==> config.mk <==
export PLATFORM = sky130hd
export DESIGN_NAME = mc_core_sequencer
export DESIGN_NICKNAME = d
export VERILOG_FILES = /design/src/rtl/mc_core_sequencer.sv
export SDC_FILE = /design/constraint.sdc
export NUM_CORES = 1
export LEC_CHECK = 0
export ABC_AREA = 1
export ABC_CLOCK_PERIOD_IN_PS = 5050
export BUFFER_PORTS_ARGS = -buffer_cell sky130_fd_sc_hd__buf_2
export CORE_AREA = 2 2 124 126
export DETAILED_ROUTE_END_ITERATION = 8
export DIE_AREA = 0 0 126 128
export PLACE_DENSITY = 0.71
export SKIP_CTS_REPAIR_TIMING = 1
export SLEW_MARGIN = 5
export SYNTH_ARGS = -nofsm -noshare
export SYNTH_HDL_FRONTEND = slang
export SYNTH_SLANG_ARGS = --single-unit
==> constraint.sdc <==
create_clock -name clk_i -period 5.05 [get_ports clk_i]
set_clock_uncertainty 0.1 [all_clocks]
set_input_delay 0.2525 -clock clk_i [delete_from_list [all_inputs] [get_ports clk_i]]
set_output_delay 0.2525 -clock clk_i [all_outputs]
set_load 0.05 [all_outputs]
==> src/rtl/mc_core_sequencer.sv <==
// Multi-cycle FETCH/EXEC/MEM/WB sequencer for the RV32I datapath; owns the PC and instruction register.
// Latency: FETCH+EXEC+WB for ALU/branch (PC advances on the 4th cycle), plus MEM for load/store (5th cycle), plus wait states.
// Backpressure: req/gnt/rvalid handshakes; stalls in FETCH/FWAIT/MEM for up to MAX_WAIT cycles, then bus-timeout trap.
//
// Ports: clk_i/rst_ni clock and async active-low reset; imem_* instruction fetch handshake;
//   instr_o/pc_o/pc_four_o to the datapath; alu_data_i/br_taken_i/is_load_i/is_store_i/rd_wren_i
//   from ctrl_unit/alu; rd_wren_o gated register write; dmem_* data handshake to the lsu;
//   retire_o/trap_o/trap_cause_o status; mcycle_o/minstret_o performance counters.
// Build option MC_PERF_CNT_EN: when defined, mcycle_o/minstret_o are real 64-bit counters; otherwise tied to 0.
module mc_core_sequencer #(
  parameter int unsigned       XLEN     = 32,
  parameter int unsigned       IMEM_AW  = 14,
  parameter logic [XLEN-1:0]   RESET_PC = '0,
  parameter int unsigned       MAX_WAIT = 15
) (
  input  logic               clk_i,
  input  logic               rst_ni,
  output logic               imem_req_o,
  output logic [IMEM_AW-1:0] imem_addr_o,
  input  logic               imem_gnt_i,
  input  logic               imem_rvalid_i,
  input  logic [31:0]        imem_rdata_i,
  output logic [31:0]        instr_o,
  output logic [XLEN-1:0]    pc_o,
  output logic [XLEN-1:0]    pc_four_o,
  input  logic [XLEN-1:0]    alu_data_i,
  input  logic               br_taken_i,
  input  logic               is_load_i,
  input  logic               is_store_i,
  input  logic               rd_wren_i,
  output logic               rd_wren_o,
  output logic               dmem_req_o,
  output logic               dmem_we_o,
  input  logic               dmem_rvalid_i,
  output logic               retire_o,
  output logic               trap_o,
  output logic [1:0]         trap_cause_o,
  output logic [63:0]        mcycle_o,
  output logic [63:0]        minstret_o
);

  typedef enum logic [2:0] {
    S_FETCH, S_FWAIT, S_EXEC, S_MEM, S_WB, S_TRAP
  } state_e;

  localparam logic [31:0]     NOP_INSTR   = 32'h0000_0013;
  localparam logic [XLEN-1:0] PC_STEP     = XLEN'(4);
  localparam logic [XLEN-1:0] TGT_MASK    = ~XLEN'(1);
  localparam logic [7:0]      WAIT_LAST   = 8'(MAX_WAIT - 1);
  localparam logic [1:0]      CAUSE_ALIGN = 2'b01;
  localparam logic [1:0]      CAUSE_BUS   = 2'b10;

  state_e          state_q, state_d;
  logic [XLEN-1:0] pc_q, pc_d;
  logic [31:0]     instr_q, instr_d;
  logic [1:0]      cause_q, cause_d;
  logic [7:0]      wait_q, wait_d;
  logic [XLEN-1:0] pc_next;
  logic            wait_expired;

  assign pc_four_o    = pc_q + PC_STEP;
  // JALR-style target: LSB forced to zero, bit 1 left to the misalignment check.
  assign pc_next      = br_taken_i ? (alu_data_i & TGT_MASK) : pc_four_o;
  // The counter holds cycles already spent in the state, so this is the MAX_WAIT-th cycle.
  assign wait_expired = (wait_q == WAIT_LAST);

  always_comb begin
    state_d    = state_q;
    pc_d       = pc_q;
    instr_d    = instr_q;
    cause_d    = cause_q;
    imem_req_o = 1'b0;
    dmem_req_o = 1'b0;
    dmem_we_o  = 1'b0;
    rd_wren_o  = 1'b0;
    retire_o   = 1'b0;
    unique case (state_q)
      S_FETCH: begin
        // Gated by reset so requests drop the instant reset asserts.
        imem_req_o = rst_ni;
        if (imem_gnt_i) begin
          if (imem_rvalid_i) begin
            instr_d = imem_rdata_i;
            state_d = S_EXEC;
          end else begin
            state_d = S_FWAIT;
          end
        end else if (wait_expired) begin
          state_d = S_TRAP;
          cause_d = CAUSE_BUS;
        end
      end
      S_FWAIT: begin
        if (imem_rvalid_i) begin
          instr_d = imem_rdata_i;
          state_d = S_EXEC;
        end else if (wait_expired) begin
          state_d = S_TRAP;
          cause_d = CAUSE_BUS;
        end
      end
      S_EXEC: begin
        state_d = (is_load_i || is_store_i) ? S_MEM : S_WB;
      end
      S_MEM: begin
        dmem_req_o = rst_ni;
        dmem_we_o  = rst_ni & is_store_i;
        if (dmem_rvalid_i) begin
          state_d = S_WB;
        end else if (wait_expired) begin
          state_d = S_TRAP;
          cause_d = CAUSE_BUS;
        end
      end
      S_WB: begin
        if (pc_next[1:0] != 2'b00) begin
          state_d = S_TRAP;
          cause_d = CAUSE_ALIGN;
        end else begin
          rd_wren_o = rd_wren_i & ~is_store_i;
          retire_o  = 1'b1;
          pc_d      = pc_next;
          state_d   = S_FETCH;
        end
      end
      S_TRAP: begin
        state_d = S_TRAP;
      end
      default: begin
        state_d = S_FETCH;
      end
    endcase
  end

  always_comb begin
    wait_d = wait_q;
    if (state_d != state_q) begin
      wait_d = 8'd0;
    end else if (state_q == S_FETCH || state_q == S_FWAIT || state_q == S_MEM) begin
      wait_d = wait_q + 8'd1;
    end
  end

  always_ff @(posedge clk_i or negedge rst_ni) begin
    if (!rst_ni) begin
      state_q <= S_FETCH;
      pc_q    <= RESET_PC;
      instr_q <= NOP_INSTR;
      cause_q <= 2'b00;
      wait_q  <= 8'd0;
    end else begin
      state_q <= state_d;
      pc_q    <= pc_d;
      instr_q <= instr_d;
      cause_q <= cause_d;
      wait_q  <= wait_d;
    end
  end

  assign imem_addr_o  = pc_q[IMEM_AW-1:0];
  assign pc_o         = pc_q;
  assign instr_o      = instr_q;
  assign trap_o       = (state_q == S_TRAP);
  assign trap_cause_o = cause_q;

`ifdef MC_PERF_CNT_EN
  logic [63:0] mcycle_q, mcycle_d;
  logic [63:0] minstret_q, minstret_d;

  assign mcycle_d   = (state_q != S_TRAP) ? mcycle_q + 64'd1 : mcycle_q;
  assign minstret_d = retire_o ? minstret_q + 64'd1 : minstret_q;

  always_ff @(posedge clk_i or negedge rst_ni) begin
    if (!rst_ni) begin
      mcycle_q   <= 64'd0;
      minstret_q <= 64'd0;
    end else begin
      mcycle_q   <= mcycle_d;
      minstret_q <= minstret_d;
    end
  end

  assign mcycle_o   = mcycle_q;
  assign minstret_o = minstret_q;
`else
  assign mcycle_o   = 64'd0;
  assign minstret_o = 64'd0;
`endif

endmodule

==> run_results.csv, run 1 <==
group,metric,value,unit
finish,multiInputGateArea,2690,sq um
placement,place_congestion,0.891,
grt,grt_usage,17.0,%
timing,slew_headroom,31.8,%
synth,yosysWarnings,0,
synth,synth-seq-cells,77,
power_and_ir_drop,ir_drop,0.131,mV
finish,register_area,1930,sq um
setup_path,critical_path_class,"input port to output port",
route,drcViolationCount,0,
synth,synth_top_area_share,33.6,%
timing,slew_violations,0,
synth,synth_edf_count,0,
grt,use_met3,4.13,%
timing,period_share,62.4,%
synth,synth_area_leaders,"dfrtp_1 34%, buf_4 20%, nand2_1 9.3%",
timing,report.final.setup_viol,0,
grt,grt_overflow,0,
power_and_ir_drop,power,1940,uW
setup_path,critPathLaunchType,"input port",
finish,final_common_cell,"buf_2",
clock_network,clock_path_buffers,2,
die,num_rows,45,
timing,fmax,0.317,GHz
clock_network,clk-insertion-delay-late,340,ps
die,start_util,37.1,%
power_and_ir_drop,p_seq_share,34.5,%
outcome,outcome,"finished, violations left",
timing,setup_tns,0,ps
grt,gr-max-usage-layer,"met2",
finish,n_fill_cell,1504,
run,cap_violations,0,
synth,avgSynthCellArea,8.02,sq um
synth,seq_area_frac_synth,35.1,%
die,die-area,16100,sq um
synth,synthFlopType,"dfrtp_1",
power_and_ir_drop,p_leak,0.00355,uW
grt,grt_pass1_wl,21.7,mm
finish,layout_common_cells,"188 x buf_2, 136 x nand2_1, 128 x conb_1",
power_and_ir_drop,p_switching,779,uW
placement,dp_slack,1820,ps
die,die_y,128,um
finish,areaGrowthSynthToFinish,15.0,%
route,vias_per_cell,4.44,
power_and_ir_drop,sw_frac_of_total,40.1,%
route,drt_iter0_drc,162,
clock_network,h-tree-depth,3,
finish,nNetsFinal,932,
power_and_ir_drop,pwr_density_cell,307,nW/um^2
setup_path,ff2ff_path_depth,7,
setup_path,cp-end-kind,"output port",
finish,drive_above_1_share,31.8,%
timing,hold_viol_final,22,
grt,use_met2,30.4,%
timing,hold_slack,-17.5,ps
timing,rsz0062_at_grt,"false",
die,coreArea,14900,sq um
setup_path,crit_fanout,34,
setup_path,arrival,2800,ps
synth,ys_types,36,
timing,max_slew.worst_pin.slew,1020,ps
power_and_ir_drop,pwr-share-comb,28.9,%
route,dr.pass1.iters,4,
synth,async_flop_share,100,%
timing,period_needed,3150,ps
outcome,violations,"negative hold slack",
synth,synth_area_leader_cell,"dfrtp_1",
finish,final_core_util,42.6,%
grt,grt_max_degree,79,
timing,setup_ws,1900,ps
placement,dp.final_hpwl,10.9,mm
synth,netlist_instances,687,
setup_path,worstPathRequired,4700,ps
placement,portBuffers,189,
power_and_ir_drop,clkPwrFrac,36.5,%
clock_network,numCtsBuffers,9,
min_path,worstHoldPathType,"input port to asynchronous set/reset pin",
route,dr_total_vias,4667,
route,routed_wl,14.2,mm
grt,use_met1,19.8,%
clock_network,clkTransAtPathRegs,60,ps
die,io-pin-count,319,
grt,grt_pass1_vias,4331,
power_and_ir_drop,power.internal,1160,uW
clock_network,cts_tree,"built",
route,antenna_left,0,
route,routedWlPerCell,13.5,um
synth,syn_area,5510,sq um
die,die_x,126,um
grt,antenna_found_initial,1,
setup_path,rrSetupSlack,2810,ps
clock_network,clock-sinks,77,
clock_network,cts-root-buf,"clkbuf_16",
[registers in the layout, indices dropped and copies added (netlist names)]
name and count:
trap_cause_o 2, pc_o 32, instr_o 32, wait_q 8
state_q 3
[final timing paths]
check	startpoint	to
worst max-delay path	br_taken_i	rd_wren_o
worst min-delay path	rst_ni	wait_q[5]
worst max register to register	state_q[0]	pc_o[16]
worst min register to register	trap_cause_o[0]	trap_cause_o[0]
max in group asynchronous	rst_ni	pc_o[23]
min in group clk_i	imem_rdata_i[0]	instr_o[0]
[final cells by class]
class | instances | area share, %
clock buffers | 12 | 3.89
diodes | 1 | 0.0395
flip-flops and latches | 77 | 30.5
well taps | 188 | 3.71
inverters | 50 | 3.00
clock inverters | 4 | 1.15
multi-input cells | 527 | 42.5
repair buffers | 191 | 15.2
[critical path, stage by stage]
cell,delay (ps)
buf_2,520
inv_2,440
nand2_1,140
nand3_1,140
nor2_2,100
buf_4,350
inv_2,360
nor2_1,180
buf_2,280
[power by group through the flow]
stage          Clock (uW)  Combinational (uW)  Sequential, uW
2_1_floorplan           0                 477             741
3_3_place_gp            0                 560             682
3_5_place_dp            0                 562             683
4_1_cts               731                 563             671
5_1_grt               758                 590             674
6_report              710                 562             671
[cells in the mapped netlist, drive strengths merged, types with 3 or more instances]
| library cell | n |
|---|---|
| xor2 | 19 |
| buf | 153 |
| dfstp | 3 |
| a31oi | 3 |
| ha | 3 |
| inv | 50 |
| xnor2 | 3 |
| nor2 | 72 |
| nand2 | 141 |
| o21ai | 26 |
| nand4 | 11 |
| clkbuf | 7 |
| a21oi | 34 |
| nor3 | 19 |
| dfrtp | 74 |
| nand3 | 24 |
| a22oi | 4 |
| mux2 | 32 |
| nand3b | 6 |
[cells by family after synthesis]
group                      after synthesis  synth area share, %
DFF                                     77                 35.1
buffers and inverters                  210                 24.8
adders and majority gates                3                0.682
AOI/OAI and AO/OA                       67                 6.54
and+or+nand+nor                        275                 22.4
xor gates and xnor gates                22                 3.91
muxes                                   32                 6.54
other                                    1               0.0681
[metrics by stage]
| step | hold slack (ps) | std cells | instance area, sq um |
|---|---|---|---|
| floorplan | -143 | 814 | 5980 |
| global placement | 367 | 1033 | 6010 |
| detailed placement | 376 | 1033 | 6010 |
| CTS | 25.0 | 1049 | 6330 |
| global route | 37.1 | 1049 | 6330 |
| finish | -17.5 | 1050 | 6330 |
[per-layer routing]
layer / wire, um / vias to the layer above / share of wire (%)
met5: 0 / - / 0
met4: 263 / 0 / 1.9
met3: 1180 / 21 / 8.3
met2: 7290 / 224 / 51
met1: 5440 / 2149 / 38
li1: - / 2273 / -
Power figures use the tool's default switching activity.
==> run 2: changes to the inputs <==
ABC_AREA = 0   (was 1)
ABC_CLOCK_PERIOD_IN_PS = 2700   (was 5050)
CORE_AREA = 2 2 123 125   (was 2 2 124 126)
DIE_AREA = 0 0 125 127   (was 0 0 126 128)
PLACE_DENSITY = 0.75   (was 0.71)
clock period = 2.7 ns   (was 5.05 ns; I/O delays follow)
==> run_results.csv, run 2 <==
group,metric,value,unit
finish,areaGrowthSynthToFinish,25.3,%
synth,synth_area_leader_cell,"dfrtp_1",
min_path,min_to,"pc_o[31]",
route,drcViolationCount,0,
grt,grt_pass1_vias,3999,
timing,report.final.setup_viol,0,
synth,async_flop_share,100,%
min_path,min_path_cells,3,
power_and_ir_drop,power.internal,3400,uW
route,drt_iter0_drc,218,
die,die_y,127,um
route,dr.pass1.iters,5,
synth,synth_top_family_by_area,"buffers and inverters",
setup_path,worstPathRequired,2470,ps
synth,synth_most_common_cell,"buf_4",
clock_network,h-tree-depth,3,
setup_path,cp-end-kind,"output port",
setup_path,critical_path_class,"register to output port",
clock_network,clk-insertion-delay-late,340,ps
setup_path,path_depth,6,
power_and_ir_drop,pwr_density_cell,1130,nW/um^2
synth,avgSynthCellArea,9.50,sq um
timing,hold_slack,-20.4,ps
clock_network,cts_tree,"built",
finish,nNetsFinal,867,
setup_path,critPathLaunchType,"register",
power_and_ir_drop,p_leak,0.00358,uW
clock_network,clock_path_buffers,2,
finish,final_common_cell,"buf_2",
grt,grt_overflow,0,
route,antenna_left,0,
synth,synth_mux_area_share,9.71,%
synth,yosysWarnings,0,
placement,place_area,6130,sq um
die,start_util,38.1,%
setup_path,timing.rr.start,"wait_q[0]",
run,cap_violations,0,
setup_path,crit_fanout,7,
grt,grt_pass1_wl,21.3,mm
synth,synthFlopType,"dfrtp_1",
synth,seq_area_frac_synth,35.1,%
power_and_ir_drop,pwr-share-comb,59.1,%
synth,synth_area_leaders,"dfrtp_1 34%, buf_4 20%, mux2_2 7.0%",
timing,fmax,0.392,GHz
die,die_x,125,um
finish,drive_above_1_share,36.4,%
outcome,violations,"negative hold slack",
placement,dp.final_hpwl,10.5,mm
clock_network,numCtsBuffers,9,
timing,slew_violations,0,
setup_path,ff2ff_path_depth,7,
finish,layout_common_cells,"188 x buf_2, 128 x conb_1, 71 x dfrtp_1",
timing,period_share,94.5,%
setup_path,crit_chain,"and4_1 -> nand4_4 -> nor2_1 -> nand3_1 -> xnor2_2 -> buf_2",
synth,synthAdderAreaFrac,0.682,%
synth,netlist_instances,579,
synth,synth-seq-cells,77,
setup_path,arrival,2320,ps
die,num_rows,44,
die,die-area,15900,sq um
timing,period_needed,2550,ps
grt,grt_usage,16.8,%
timing,hold_viol_final,6,
timing,rsz0062_at_grt,"false",
synth,synth_top_area_share,33.7,%
synth,synth_edf_count,0,
min_path,worstHoldStart,"alu_data_i[31]",
setup_path,cp_top_family,"simple AND/OR/NAND/NOR gates",
synth,ys_types,58,
clock_network,clkTransAtPathRegs,70,ps
clock_network,cts-root-buf,"clkbuf_16",
synth,synth-xor-area-share,5.57,%
synth,synth_simple_gate_area_share,16.8,%
setup_path,critPathSlowestCell,"dfrtp_1",
route,vias_per_cell,4.74,
power_and_ir_drop,p_seq_share,25.5,%
power_and_ir_drop,sw_frac_of_total,56.5,%
min_path,worstHoldPathType,"input port to register",
placement,portBuffers,189,
synth,syn_area,5500,sq um
die,coreArea,14400,sq um
route,routedWlPerCell,15.0,um
synth,yosys-top-cells-count,"149 x buf_4, 74 x dfrtp_1, 34 x mux2_2",
power_and_ir_drop,clkPwrFrac,15.4,%
setup_path,timing.rr.end,"wait_q[2]",
setup_path,rrSetupSlack,420,ps
timing,setup_tns,0,ps
power_and_ir_drop,power,7810,uW
finish,design_area,6890,sq um
route,dr_total_vias,4646,
outcome,outcome,"finished, violations left",
timing,slew_headroom,47.0,%
finish,antennaDiodeCount,0,
route,routed_wl,14.7,mm
grt,antenna_found_initial,1,
clock_network,clock-sinks,77,
grt,grt_max_degree,53,
setup_path,path_buf_inv,1,
setup_path,cpPeakStageDelay,500,ps
placement,place_congestion,0.811,
timing,max_slew.worst_pin.slew,793,ps
synth,synth_compound_area_share,8.89,%
power_and_ir_drop,ir_drop,0.680,mV
power_and_ir_drop,p_switching,4410,uW
die,io-pin-count,319,
==> run 2: worst max-delay path by stage <==
stage                          from             to  slack, ps
after detailed placement  wait_q[0]      wait_q[2]        420
final                      pc_o[11]  pc_four_o[29]        150
after global placement      pc_o[4]  pc_four_o[28]        440
after global routing        pc_o[5]  pc_four_o[31]         30
after CTS                   pc_o[4]  pc_four_o[28]         30
after floorplan             pc_o[9]  pc_four_o[21]          9
==> run 2: metal layers <==
metal	track usage (%)	wire length (um)
met1	20.7	5690
met2	28.1	7450
met3	4.44	1230
met4	6.99	365
met5	0	0
==> run 2: area by class of cell <==
type,instances,area [sq um]
Multi-Input combinational cell,444,2870
Clock buffer,9,225
Sequential cell,77,1930
Clock inverter,7,62.6
Timing Repair Buffer,249,1530
Inverter,10,37.5
Fill cell,1339,7530
Tap cell,184,230
==> run 2: power by group through the flow <==
stage / Clock, uW / Sequential (uW) / Combinational [uW]
after floorplan: 0 / 3200 / 2620
after global placement: 0 / 1990 / 4530
after detailed placement: 0 / 2000 / 4570
after CTS: 1250 / 1990 / 4570
after global routing: 1290 / 2060 / 4850
final: 1200 / 1990 / 4620
==> run 2: worst min-delay path, cell delays in order <==
cell	delay, ps
buf_2	90
a22oi_1	70
o211ai_1	90
==> run 2: cells by family after synthesis <==
family                   count (synthesis)
buffers and inverters                  185
AND/OR/NAND/NOR                        157
flip-flops                              77
AO/OA/AOI/OAI                           72
multiplexers                            49
XOR/XNOR                                35
adder cells (fa/ha/maj)                  3
other                                    1
==> run 2: stage by stage <==
stage	cells	hold slack [ps]	utilization, %	setup slack, ps
2_1_floorplan	706	-261	-	8.52
3_3_place_gp	917	-13.0	42.5	443
3_5_place_dp	917	-12.4	42.5	423
4_1_cts	933	-393	44.5	34.8
5_1_grt	980	2.06	47.8	34.3
6_report	980	-20.4	47.8	149
==> run 3: changes to the inputs <==
--- a/constraint.sdc
+++ b/constraint.sdc
@@ -4,2 +4,2 @@
 set_output_delay 0.135 -clock clk_i [all_outputs]
-set_load 0.05 [all_outputs]
+set_load 0.1 [all_outputs]
==> run_results.csv, run 3 (synthesized netlist as in run 2, its figures left out) <==
group,metric,value,unit
die,num_rows,44,
die,die_y,127,um
grt,gr-max-usage-layer,"met2",
timing,slew_violations,0,
route,routed_wl,14.6,mm
finish,design_area,7670,sq um
route,drt_iter0_drc,209,
grt,use_met1,21.4,%
setup_path,timing.rr.start,"wait_q[0]",
clock_network,cts-root-buf,"clkbuf_16",
route,dr.pass1.iters,4,
timing,period_share,95.9,%
die,io-pin-count,319,
grt,antenna_found_initial,0,
min_path,min_path_cells,3,
route,dr_total_vias,4588,
min_path,worstHoldPathType,"input port to register",
grt,grt_pass1_wl,21.4,mm
setup_path,crit_fanout,10,
timing,max_slew.worst_pin.slew,744,ps
finish,n_fill_cell,1259,
timing,setup_ws,110,ps
route,vias_per_cell,4.66,
placement,dp_slack,343,ps
grt,grt_overflow,0,
grt,grt_pass1_vias,4052,
setup_path,timing.rr.end,"wait_q[0]",
grt,use_met3,4.31,%
clock_network,h-tree-depth,3,
placement,place_area,6820,sq um
setup_path,critical_path_class,"register to output port",
grt,use_met2,28.7,%
finish,layout_common_cells,"168 x buf_2, 128 x conb_1, 49 x dfrtp_1",
finish,final_core_util,53.2,%
setup_path,arrival,2360,ps
min_path,min_to,"pc_o[16]",
placement,portBuffers,189,
setup_path,critPathLaunchType,"register",
clock_network,numCtsBuffers,9,
timing,slew_headroom,50.4,%
finish,antennaDiodeCount,0,
grt,grt_usage,16.8,%
clock_network,clock-sinks,77,
clock_network,cts_tree,"built",
timing,fmax,0.386,GHz
finish,drive_above_1_share,41.9,%
route,drcViolationCount,0,
outcome,outcome,"finished, violations left",
placement,dp.final_hpwl,10.6,mm
timing,period_needed,2590,ps
timing,hold_viol_final,6,
die,die_x,125,um
clock_network,clkTransAtPathRegs,60,ps
timing,hold_slack,-27.7,ps
setup_path,ff2ff_path_depth,7,
setup_path,cp-end-kind,"output port",
finish,nNetsFinal,872,
clock_network,clk-insertion-delay-late,340,ps
setup_path,rrSetupSlack,470,ps
min_path,worstHoldStart,"alu_data_i[16]",
die,coreArea,14400,sq um
run,cap_violations,0,
timing,report.final.setup_viol,0,
setup_path,worstPathRequired,2470,ps
finish,areaGrowthSynthToFinish,39.4,%
route,antenna_left,0,
die,die-area,15900,sq um
timing,setup_tns,0,ps
timing,rsz0062_at_grt,"false",
grt,grt_max_degree,55,
placement,place_congestion,0.819,
clock_network,clock_path_buffers,2,
finish,final_common_cell,"buf_2",
route,routedWlPerCell,14.8,um
die,start_util,38.1,%
outcome,violations,"negative hold slack",
run 3: area by class of cell:
class                      count  area [sq um]  share of cell area (%)
clock buffer                  13           280                    3.66
sequential                    77          1980                    25.8
multi-input combinational    444          3240                    42.3
tap                          184           230                    3.00
clock inverter                 3          65.1                   0.849
inverter                      10          37.5                   0.490
timing repair buffer         254          1830                    23.9
run 3: how the worst max path moves through the flow:
stage | to | slack (ps) | from
6_report | pc_four_o[27] | 110 | pc_o[4]
3_3_place_gp | pc_four_o[21] | 360 | pc_o[10]
2_1_floorplan | pc_four_o[17] | -40 | pc_o[6]
3_5_place_dp | pc_four_o[21] | 340 | pc_o[10]
5_1_grt | pc_four_o[27] | 7 | pc_o[4]
4_1_cts | pc_four_o[21] | -40 | pc_o[10]
run 3: per-layer routing:
layer	up-vias	part of all wire (%)	wire length [um]
met1	2188	39	5750
met4	0	0.85	124
li1	2178	-	-
met5	-	0	0
met2	212	52	7600
met3	10	7.7	1120
run 3: through the flow:
stage                     hold slack (ps)  cells
after floorplan                      -261    706
after global placement              -30.6    920
after detailed placement            -33.8    920
after CTS                            -402    936
after global routing                 1.63    985
final                               -27.7    985
run 3: worst max-delay path: stages (launching register included):
cell and delay (ps):
dfrtp_4 490, and4_4 290, and4_1 390, and3_1 280, nand2_1 160, xnor2_4 200, buf_12 190
Power of run 3 is left out: the tool's default activity adds up to more than one toggle a clock period on the data nets, which glitch-free logic cannot reach.
